===== config.mk =====
export PLATFORM = sky130hd
export DESIGN_NAME = mario_anim_ctrl
export DESIGN_NICKNAME = d
export VERILOG_FILES = /design/src/rtl/mario_anim_pkg.sv /design/src/rtl/anim_step_counter.sv /design/src/rtl/mario_anim_ctrl.sv
export SDC_FILE = /design/constraint.sdc
export NUM_CORES = 1
export LEC_CHECK = 0
export CAP_MARGIN = 10
export CORE_ASPECT_RATIO = 1.1
export CORE_MARGIN = 2
export CORE_UTILIZATION = 45
export DETAILED_ROUTE_END_ITERATION = 10
export PLACE_DENSITY = 0.81
export SLEW_MARGIN = 20
export SYNTH_ARGS = -nofsm -noshare
export SYNTH_HDL_FRONTEND = slang
export SYNTH_HIERARCHICAL = 1
export SYNTH_SLANG_ARGS = --single-unit

===== constraint.sdc =====
create_clock -name Clk -period 7.08 [get_ports Clk]
set_input_delay 1.062 -clock Clk [delete_from_list [all_inputs] [get_ports Clk]]
set_output_delay 1.062 -clock Clk [all_outputs]
set_load 0.01 [all_outputs]

===== src/rtl/mario_anim_pkg.sv =====
// Shared types and constants for the player-sprite animation sequencer.
// Pose encodings match the which_mario field consumed by the sprite ROM address logic.
package mario_anim_pkg;

  typedef enum logic [1:0] {
    STAND = 2'd0,
    WALK  = 2'd1,
    AIR   = 2'd2
  } anim_state_t;

  localparam logic [7:0] KEY_A = 8'h04;
  localparam logic [7:0] KEY_D = 8'h07;

  localparam logic [1:0] POSE_STAND = 2'd0;
  localparam logic [1:0] POSE_W1    = 2'd1;
  localparam logic [1:0] POSE_W2    = 2'd2;
  localparam logic [1:0] POSE_W3    = 2'd3;

  // Walk cycle is 1->2->3->1; anything else restarts at the first walk frame.
  function automatic logic [1:0] next_walk_pose(input logic [1:0] pose);
    case (pose)
      POSE_W1: return POSE_W2;
      POSE_W2: return POSE_W3;
      default: return POSE_W1;
    endcase
  endfunction

endpackage


===== src/rtl/anim_step_counter.sv =====
// Tick-enabled modulo-WALK_DIV step divider; wrap pulses combinationally on the enabled terminal count.
// Latency: count updates on the enabled edge; no backpressure (enable is a strobe).
module anim_step_counter #(
  parameter int unsigned WALK_DIV = 4
) (
  input  logic clk,
  input  logic reset,
  input  logic en,
  input  logic clear,
  output logic wrap
);

  localparam logic [3:0] LAST = 4'(WALK_DIV - 1);

  logic [3:0] div_q;
  logic [3:0] div_d;

  always_comb begin
    div_d = div_q;
    wrap  = 1'b0;
    if (clear) begin
      div_d = 4'd0;
    end else if (en) begin
      if (div_q == LAST) begin
        div_d = 4'd0;
        wrap  = 1'b1;
      end else begin
        div_d = div_q + 4'd1;
      end
    end
  end

  always_ff @(posedge clk) begin
    if (reset) div_q <= 4'd0;
    else       div_q <= div_d;
  end

endmodule


===== src/rtl/mario_anim_ctrl.sv =====
// Player sprite animation FSM: picks walk frame, facing and airborne pose once per frame tick.
// Latency: outputs registered, visible one cycle after the tick; no backpressure, non-tick cycles hold.
module mario_anim_ctrl
  import mario_anim_pkg::*;
#(
  parameter int unsigned WALK_DIV  = 4,
  parameter logic [7:0]  KEY_LEFT  = KEY_A,
  parameter logic [7:0]  KEY_RIGHT = KEY_D
) (
  input  logic       Clk,
  input  logic       Reset,
  input  logic       frame_tick,
  input  logic [7:0] keycode,
  input  logic [7:0] keycode2,
  input  logic       on_ground,
  output logic [1:0] which_mario,
  output logic       facing_left,
  output logic       jump_pose
);

  anim_state_t state_q, state_d;
  logic [1:0]  which_mario_q, which_mario_d;
  logic        facing_left_q, facing_left_d;
  logic        jump_pose_q, jump_pose_d;

  logic left, right, move;
  logic stay_walk, cnt_en, cnt_clear, cnt_wrap;

  assign left  = (keycode == KEY_LEFT)  || (keycode2 == KEY_LEFT);
  assign right = (keycode == KEY_RIGHT) || (keycode2 == KEY_RIGHT);
  assign move  = left ^ right;

  always_comb begin
    state_d = state_q;
    if (frame_tick) begin
      if (!on_ground)                      state_d = AIR;
      else if (state_q == AIR)             state_d = move ? WALK : STAND;
      else if (state_q == STAND && move)   state_d = WALK;
      else if (state_q == WALK && !move)   state_d = STAND;
    end
  end

  // Any tick that is not a WALK->WALK step zeroes the divider, so WALK always enters at div 0.
  assign stay_walk = (state_q == WALK) && (state_d == WALK);
  assign cnt_en    = frame_tick && stay_walk;
  assign cnt_clear = frame_tick && !stay_walk;

  anim_step_counter #(
    .WALK_DIV (WALK_DIV)
  ) u_step (
    .clk   (Clk),
    .reset (Reset),
    .en    (cnt_en),
    .clear (cnt_clear),
    .wrap  (cnt_wrap)
  );

  always_comb begin
    which_mario_d = which_mario_q;
    facing_left_d = facing_left_q;
    jump_pose_d   = jump_pose_q;
    if (frame_tick) begin
      jump_pose_d = (state_d == AIR);
      if (state_d != WALK)  which_mario_d = POSE_STAND;
      else if (!stay_walk)  which_mario_d = POSE_W1;
      else if (cnt_wrap)    which_mario_d = next_walk_pose(which_mario_q);
      if (move && on_ground) facing_left_d = left;
    end
  end

  always_ff @(posedge Clk) begin
    if (Reset) begin
      state_q       <= STAND;
      which_mario_q <= POSE_STAND;
      facing_left_q <= 1'b0;
      jump_pose_q   <= 1'b0;
    end else begin
      state_q       <= state_d;
      which_mario_q <= which_mario_d;
      facing_left_q <= facing_left_d;
      jump_pose_q   <= jump_pose_d;
    end
  end

  assign which_mario = which_mario_q;
  assign facing_left = facing_left_q;
  assign jump_pose   = jump_pose_q;

endmodule


==> results.tsv <==
metric	value	unit
mapped cell area	649	um^2
TritonCTS sink count	10	
Clock Latency Late Sink	270	ps
H-Tree Depth	1	
CP endpoint kind	flip-flop	
Worst Path Max Fanout	5	
WL met1	628	um
CP startpoint kind	primary input	
post-placement cell count	110	
global router's overall resource usage	19.2	%
DR iter-0 viols	4	
worst hold margin	534	ps
residual DRC count	0	
Ports	24	
non-filler cells, final	114	
TNS Setup	0	ps
CP arrival	4290	ps
Routed met3 length	59	um
first-pass GRT wire length	2260	um
slowest stage cell, crit path	nor4_1	
Layout area overhead	43.0	%
final hold vios	0	
number of synthesized flops with an enable pin	0	
Power Density	143	nW/um^2
Core Area	1370	um^2
Finish-stage setup viols	0	
Max Cap Viol	0	
Initial Util	47.5	%
most common library cell in the layout ignoring fill and taps	clkdlybuf4s50_1	
Post-CTS Repair Setup Buffers	0	
nets@finish	121	
Synthesized Nets	95	
ys async rst share	0	%
final wirelength	1530	um
Worst Path Buf+Inv	1	
CTS tree	done	
clock buffer count from CTS	3	
register area share after synthesis	30.8	%
Leakage	0.341	nW
clk buf depth	2	
slowest stage delay, CP	560	ps
Yosys reg bits	10	
proportion of layout cells with a drive suffix above 1	14.3	%
post-synth cell types	32	
crit-path cells	clkdlybuf4s50_1 > or4_4 > nor3_2 > a32o_2 > nand4b_4 > nor2_1 > nand2_2 > nor4_1 > nand2_1 > a211oi_1 > a32oi_1 > o41ai_2	
total number of vias	654	
GRT overflow	0	
initial antenna violation count	0	
CTS resizes	0	
slew at the pin closest to its max-slew limit	704	ps
Cells after Synth	73	
vias in the first global route	550	
ant diodes	0	
Die H	43.8	um
peak supply drop	0.141	mV
cell family with most CP delay	simple AND/OR/NAND/NOR gates	
status	complete, no violations	
# port buffers	23	
CTS clk-pin slew, worst paths	70	ps
clk root buf	clkbuf_4	
Via density	5.74	
Slew Limit Fails	0	
Worst Hold Class	reg -> reg	
commonest non-fill, non-tap cells in the layout	23 x clkdlybuf4s50_1, 10 x nor2_1, 10 x dfxtp_1	
largest net degree at the start of global routing	12	
Avg Inst Size Synth	8.90	um^2
Worst Skew	1.43	ps
# rows	14	
placed cell areas	892	um^2
hpwl dp	1200	um
WP data required	7260	ps
highest clock rate	0.243	GHz
Period minus WS final	4110	ps
drt wl/cell	13.4	um
Die W	40.2	um
Slew HR	52.6	%
max layer used	met4	
antenna-violating nets left	0	
DIE AREA	1760	um^2
GPL Wtd Cong	0.755	
dpl ws	2810	ps
RSZ-0062 raised after global routing	false	
1st-pass router iterations	4	
Final period util	58.1	%
worst setup path category	in -> reg	
Yosys warnings	6	
WL met2	807	um
PnR worst setup slack	2970	ps
ys flop type	dfxtp_1	
cts hold-fix bufs	0	
Fill cells	113	
final instance area	928	um^2
tightest hold or removal path, stage by stage (launching register included):
cell and delay [ps]:
dfxtp_1 330, o21ai_0 80, nor2_1 90
power breakdown:
part | internal [W] | total, W | switching [W]
Sequential | 0.0000570 | 0.0000575 | 0.000000527
Clock | 0.0000313 | 0.0000531 | 0.0000218
Combinational | 0.0000138 | 0.0000226 | 0.00000881
Total | 0.000102 | 0.000133 | 0.0000311
state kept, by name, summed over array words and instances, names as in the netlist:
register	cells
facing_left	1
u_step/div_q	4
jump_pose	1
which_mario	2
state_q	2
final timing paths:
| kind | slack [ps] | depth (start not counted) | from | end |
|---|---|---|---|---|
| worst max-delay path | 2970 | 12 | keycode[5] | which_mario[0] |
| worst min-delay path | 530 | 2 | jump_pose | jump_pose |
| worst max register to register | 4670 | 8 | state_q[0] | which_mario[0] |
| worst min register to register | 530 | 2 | jump_pose | jump_pose |
layer usage:
layer	vias up	track usage (%)
li1	325	-
met1	310	21.7
met2	14	30.3
met3	5	4.62
met4	0	13.3
met5	-	0
kinds of logic (layout without fill, tap and decap cells):
group / after synthesis / in the layout / share of synthesized area [%]
compound gates: 16 / 16 / 22.0
simple gates: 32 / 32 / 31.0
xor+xnor: 5 / 5 / 6.74
buf+inv: 7 / 32 / 4.05
fa+ha+maj: 2 / 2 / 3.85
flops: 10 / 10 / 30.8
mux: 1 / 1 / 1.54
stage by stage:
step / power, W / utilization [%]
5_1_grt: 0.000137 / 67.9
3_5_place_dp: 0.0000811 / 65.3
6_report: 0.000133 / 67.9
2_1_floorplan: 0.0000668 / -
4_1_cts: 0.000133 / 67.9
3_3_place_gp: 0.0000809 / 65.3
final cells by class:
| cell class | count | area [um^2] | area share, % |
|---|---|---|---|
| clock buffer | 4 | 36.3 | 3.91 |
| inverter | 5 | 18.8 | 2.02 |
| multi-input combinational | 56 | 423 | 45.6 |
| sequential | 10 | 200 | 21.6 |
| tap | 16 | 20.0 | 2.16 |
| timing repair buffer | 23 | 230 | 24.8 |
synth_stat cells, drive strengths merged, types with 2 or more instances:
cell type  count  area, um^2
xnor2          2        17.5
nor2          10        37.5
nor3           2        15.0
a32oi          2        17.5
inv            5        18.8
dfxtp         10         200
a211oi         3        22.5
o21ai          2        10.0
nor4           4        25.0
nand2          6        25.0
ha             2        25.0
o2111ai        2        17.5
nand2b         3        18.8
and4bb         2        25.0
xor2           3        26.3
Power figures use the tool's default switching activity.
